[src/rtl/uart_byte_rx.sv]
// uart_byte_rx: 8N1 asynchronous serial receiver with a two-flop input
// synchroniser and a one-entry ready/valid output register.
module uart_byte_rx #(
  parameter int CLKS_PER_BIT = 434
) (
  input  logic       clk,
  input  logic       reset,
  input  logic       rxd,
  output logic [7:0] data,
  output logic       valid,
  input  logic       ready,
  output logic       frame_err,
  output logic       overrun
);

  localparam int HALF_BIT = CLKS_PER_BIT / 2;
  localparam int CW       = $clog2(CLKS_PER_BIT);
  localparam logic [CW-1:0] LIM_H = CW'(HALF_BIT - 1);
  localparam logic [CW-1:0] LIM_N = CW'(CLKS_PER_BIT - 1);

  typedef enum logic [2:0] {
    S_IDLE,
    S_START,
    S_DATA,
    S_STOP,
    S_WAIT_HIGH
  } state_t;

  state_t          r_state;
  logic [CW-1:0]   r_cnt;
  logic [2:0]      r_bit_idx;
  logic [7:0]      r_shift;
  logic [7:0]      r_data;
  logic            r_valid;
  logic            r_frame_err;
  logic            r_overrun;
  logic            r_sync1;
  logic            r_sync2;

  logic            w_rxd_s;
  logic            w_done;
  logic            w_accept;

  // Both flops reset high so a released reset looks like an idle line.
  always_ff @(posedge clk or posedge reset) begin
    if (reset) begin
      r_sync1 <= 1'b1;
      r_sync2 <= 1'b1;
    end else begin
      r_sync1 <= rxd;
      r_sync2 <= r_sync1;
    end
  end

  assign w_rxd_s  = r_sync2;
  assign w_done   = (r_state == S_STOP) && (r_cnt == LIM_N) && w_rxd_s;
  assign w_accept = r_valid && ready;

  always_ff @(posedge clk or posedge reset) begin
    if (reset) begin
      r_state     <= S_IDLE;
      r_cnt       <= '0;
      r_bit_idx   <= '0;
      r_shift     <= '0;
      r_data      <= '0;
      r_valid     <= 1'b0;
      r_frame_err <= 1'b0;
      r_overrun   <= 1'b0;
    end else begin
      r_frame_err <= 1'b0;
      case (r_state)
        S_IDLE: begin
          r_cnt <= '0;
          if (!w_rxd_s) r_state <= S_START;
        end
        S_START: begin
          if (r_cnt == LIM_H) begin
            r_cnt     <= '0;
            r_bit_idx <= '0;
            r_state   <= w_rxd_s ? S_IDLE : S_DATA;
          end else begin
            r_cnt <= r_cnt + 1'b1;
          end
        end
        S_DATA: begin
          if (r_cnt == LIM_N) begin
            r_cnt   <= '0;
            r_shift <= {w_rxd_s, r_shift[7:1]};
            if (r_bit_idx == 3'd7) r_state <= S_STOP;
            else                   r_bit_idx <= r_bit_idx + 1'b1;
          end else begin
            r_cnt <= r_cnt + 1'b1;
          end
        end
        S_STOP: begin
          if (r_cnt == LIM_N) begin
            r_cnt <= '0;
            if (w_rxd_s) begin
              r_state <= S_IDLE;
            end else begin
              r_frame_err <= 1'b1;
              r_state     <= S_WAIT_HIGH;
            end
          end else begin
            r_cnt <= r_cnt + 1'b1;
          end
        end
        // A held-low line (break) must not be re-read as a stream of zero bytes.
        S_WAIT_HIGH: begin
          r_cnt <= '0;
          if (w_rxd_s) r_state <= S_IDLE;
        end
        default: r_state <= S_IDLE;
      endcase

      // A completing byte always wins the register; overrun only when it displaces an unaccepted byte.
      if (w_done) begin
        r_data  <= r_shift;
        r_valid <= 1'b1;
        if (r_valid && !ready) r_overrun <= 1'b1;
      end else if (w_accept) begin
        r_valid   <= 1'b0;
        r_overrun <= 1'b0;
      end
    end
  end

  assign data      = r_data;
  assign valid     = r_valid;
  assign frame_err = r_frame_err;
  assign overrun   = r_overrun;

endmodule
[config.mk]
export PLATFORM = sky130hd
export DESIGN_NAME = uart_byte_rx
export DESIGN_NICKNAME = d
export VERILOG_FILES = /design/src/rtl/uart_byte_rx.sv
export SDC_FILE = /design/constraint.sdc
export NUM_CORES = 1
export LEC_CHECK = 0
export ABC_AREA = 1
export BUFFER_PORTS_ARGS = -buffer_cell sky130_fd_sc_hd__buf_2
export CAP_MARGIN = 20
export CORE_MARGIN = 2
export CORE_UTILIZATION = 53
export CTS_BUF_LIST = sky130_fd_sc_hd__clkbuf_16
export DETAILED_ROUTE_END_ITERATION = 8
export PLACE_DENSITY = 0.75
export SYNTH_ARGS = -nofsm -noshare
export SYNTH_HDL_FRONTEND = slang
export SYNTH_SLANG_ARGS = --single-unit
export TNS_END_PERCENT = 50
[constraint.sdc]
create_clock -name clk -period 1.5 [get_ports clk]
set_input_delay 0.3 -clock clk [delete_from_list [all_inputs] [get_ports clk]]
set_output_delay 0.3 -clock clk [all_outputs]
set_load 0.1 [all_outputs]
==> results.yml <==
synth:
  synth_flop_cell: "dfrtp_1"
  synthArstFlopShare_pct: 100
  yosys_warnings: 0
  synth-edff-count: 0
  synth.yosys.seq_area_share_pct: 47.6
  syn_nets: 235
  synth_cells: 226
  synth_seq_cells: 36
  synth_cell_types: 26
  netlist_area_mm2: 0.00190
  syn_avg_cell_area_um2: 8.39
global_routing:
  grt_max_degree: 28
  grt_pass1_wl_mm: 6.59
  first_global_vias: 1528
  grt-ovfl-total: 0
  antenna_found_initial: 0
  track_usage_pct: 21.2
critical_path:
  crit_type: "reg -> reg"
  worst-r2r-setup-slack_ns: -0.12
  critPathLaunchType: "flip-flop"
  end_kind: "flip-flop"
  arrival_ns: 1.83
  r2r_end: "r_shift[3]"
  worstReg2RegStart: "r_cnt[0]"
  path_max_fanout: 8
  r2r_cells: 9
  required_ns: 1.70
layout:
  drive_gt1_share_pct: 42.9
  synthToLayoutAreaGrowth_pct: 36.1
  fin_nets: 274
  mostFrequentLayoutCells: "51 x nand2_1, 33 x dfrtp_1, 26 x inv_1"
  fin_util_pct: 76.2
  diodes: 0
  design_area_mm2: 0.00258
  final_common_cell: "nand2_1"
  stdcell_count: 312
die:
  coreArea_mm2: 0.00339
  fp.dieArea_mm2: 0.00407
  ios: 15
  fp.dieW_um: 63.8
  start_util_pct: 56.0
  row_count: 21
  fp.dieH_um: 63.8
clock_network:
  cts_buffer_depth: 2
  cts_root_buffer: "clkbuf_16"
  clock_sinks: 36
  cts_max_level: 2
  cts_tree: "built"
  numCtsBuffers: 5
  clk_pin_slew_ns: 0.06
  cts_hold_buf: 0
  clock_latency_ns: 0.28
sta:
  finalMaxSlewViolations: 0
  period_share_pct: 108
  hold_viol_final: 0
  worstMarginPinSlew_ns: 0.487
  max_slew_margin_pct: 67.8
  setup_violations: 23
  fmax_mhz: 615
  fin_skew_ns: 0.00356
  grt_setup_unrepaired: "yes"
  timing.final.ws_setup_ns: -0.125
  period_needed_ns: 1.62
power:
  swShare_pct: 19.4
  power_leakage_nw: 1.25
  irDropWorstVdd_v: 0.000709
  p_total_w: 0.00219
  power_frac_comb_pct: 1.4
  powerDensity_mw_per_mm2: 848
  p_clk_share_pct: 53.8
  p_seq_share_pct: 44.8
  switching_power_w: 0.000425
  p_int_w: 0.00176
hold_path:
  hp-class: "in -> async"
routing:
  routed-via-count: 1631
  ant_nets: 0
  wire_per_inst_um: 14.8
  drt_iter0_drc: 97
  dr.pass1.iters: 4
  drcViolationCount: 0
  routed_via_density: 5.23
  drt-total-wl_mm: 4.63
placement:
  pre_cts_slack_ns: -0.103
  placed_cell_area_mm2: 0.00209
  dp_hpwl_mm: 2.57
  placedCellCount: 295
  place.gp.congestion: 0.853
  numPortBuffers: 14
job:
  drv_cap: 0
outcome:
  status: "finished with violations"
  failed_checks: "negative setup slack"
-- layer usage --
metal | global-route usage [%] | part of all wire [%] | up-vias
met5 | 0 | 0 | -
met4 | 8.42 | 4.9 | 0
met3 | 5.81 | 3.5 | 22
met2 | 36.1 | 53 | 40
met1 | 25.4 | 39 | 783
li1 | - | - | 786
-- through the flow --
step	TNS [ns]	hold slack [ns]
after global routing	-4.09	0.0382
after detailed placement	-1.10	0.316
after global placement	-0.243	0.305
after floorplan	0	0.304
after CTS	-0.0303	0.0198
final	-1.92	0.0163
-- cells by family after synthesis --
kind of cell,share of synthesized area [%]
adder cells (fa/ha/maj),3.30
buffers and inverters,9.17
XOR/XNOR,0.924
AND/OR/NAND/NOR,26.5
flip-flops,47.6
AO/OA/AOI/OAI,12.5
-- flip-flops by register name, indices dropped and copies added, names as in the netlist --
| signal | cells |
|---|---|
| data | 8 |
| frame_err | 1 |
| r_sync2 | 1 |
| r_cnt | 9 |
| valid | 1 |
| r_shift | 8 |
| r_sync1 | 1 |
| r_state | 3 |
| overrun | 1 |
| r_bit_idx | 3 |
-- power by group through the flow --
stage               sequential [W]  combinational (W)  clock [W]
floorplan                 0.000996          0.0000176          0
global placement          0.000997          0.0000315          0
detailed placement        0.000997          0.0000314          0
CTS                       0.000980          0.0000317    0.00119
global route              0.000980          0.0000371    0.00125
finish                    0.000980          0.0000301    0.00118
-- layout make-up --
class,count,area (µm²)
multi-input cells,150,1030
flip-flops and latches,36,905
fillers,222,808
repair buffers,35,274
inverters,37,151
clock buffers,5,125
well taps,46,57.6
clock inverters,3,42.5
-- worst max-delay path, stage by stage (launching register included) --
cell and delay [ns]:
dfrtp_1 0.47, buf_6 0.14, ha_4 0.12, nand2_4 0.05
nor2_4 0.14, nand2_4 0.10, inv_8 0.09, buf_12 0.10
nand3_4 0.14, o21ai_2 0.18
-- worst max path at each step --
stage,startpoint,endpoint,slack (ns),cells after the start
2_1_floorplan,r_cnt[1],r_shift[0],0.04,10
3_3_place_gp,r_cnt[1],data[0],-0.03,9
3_5_place_dp,r_cnt[1],data[2],-0.10,9
4_1_cts,r_cnt[1],r_state[1],-0.01,12
5_1_grt,r_cnt[0],r_shift[6],-0.20,9
6_report,r_cnt[0],r_shift[3],-0.12,9
-- synthesized netlist by cell type, types with 3 or more instances --
cell | count | share of area, %
dfrtp_1 | 34 | 45
a21oi_1 | 10 | 2.6
nand3_1 | 13 | 3.4
inv_2 | 9 | 1.8
inv_1 | 28 | 5.5
o21ai_1 | 4 | 1.1
nor2_2 | 3 | 0.99
ha_1 | 5 | 3.3
nand2_1 | 69 | 14
o21ai_2 | 16 | 7.4
nor2_1 | 12 | 2.4
-- what timing repair did --
action	CTS	global route
pin swaps	2	14
gates cloned	1	0
gates resized for setup	5	62
buffers inserted	4	4
endpoints found under the setup margin	22	30
(Power assumes the default switching activity.)
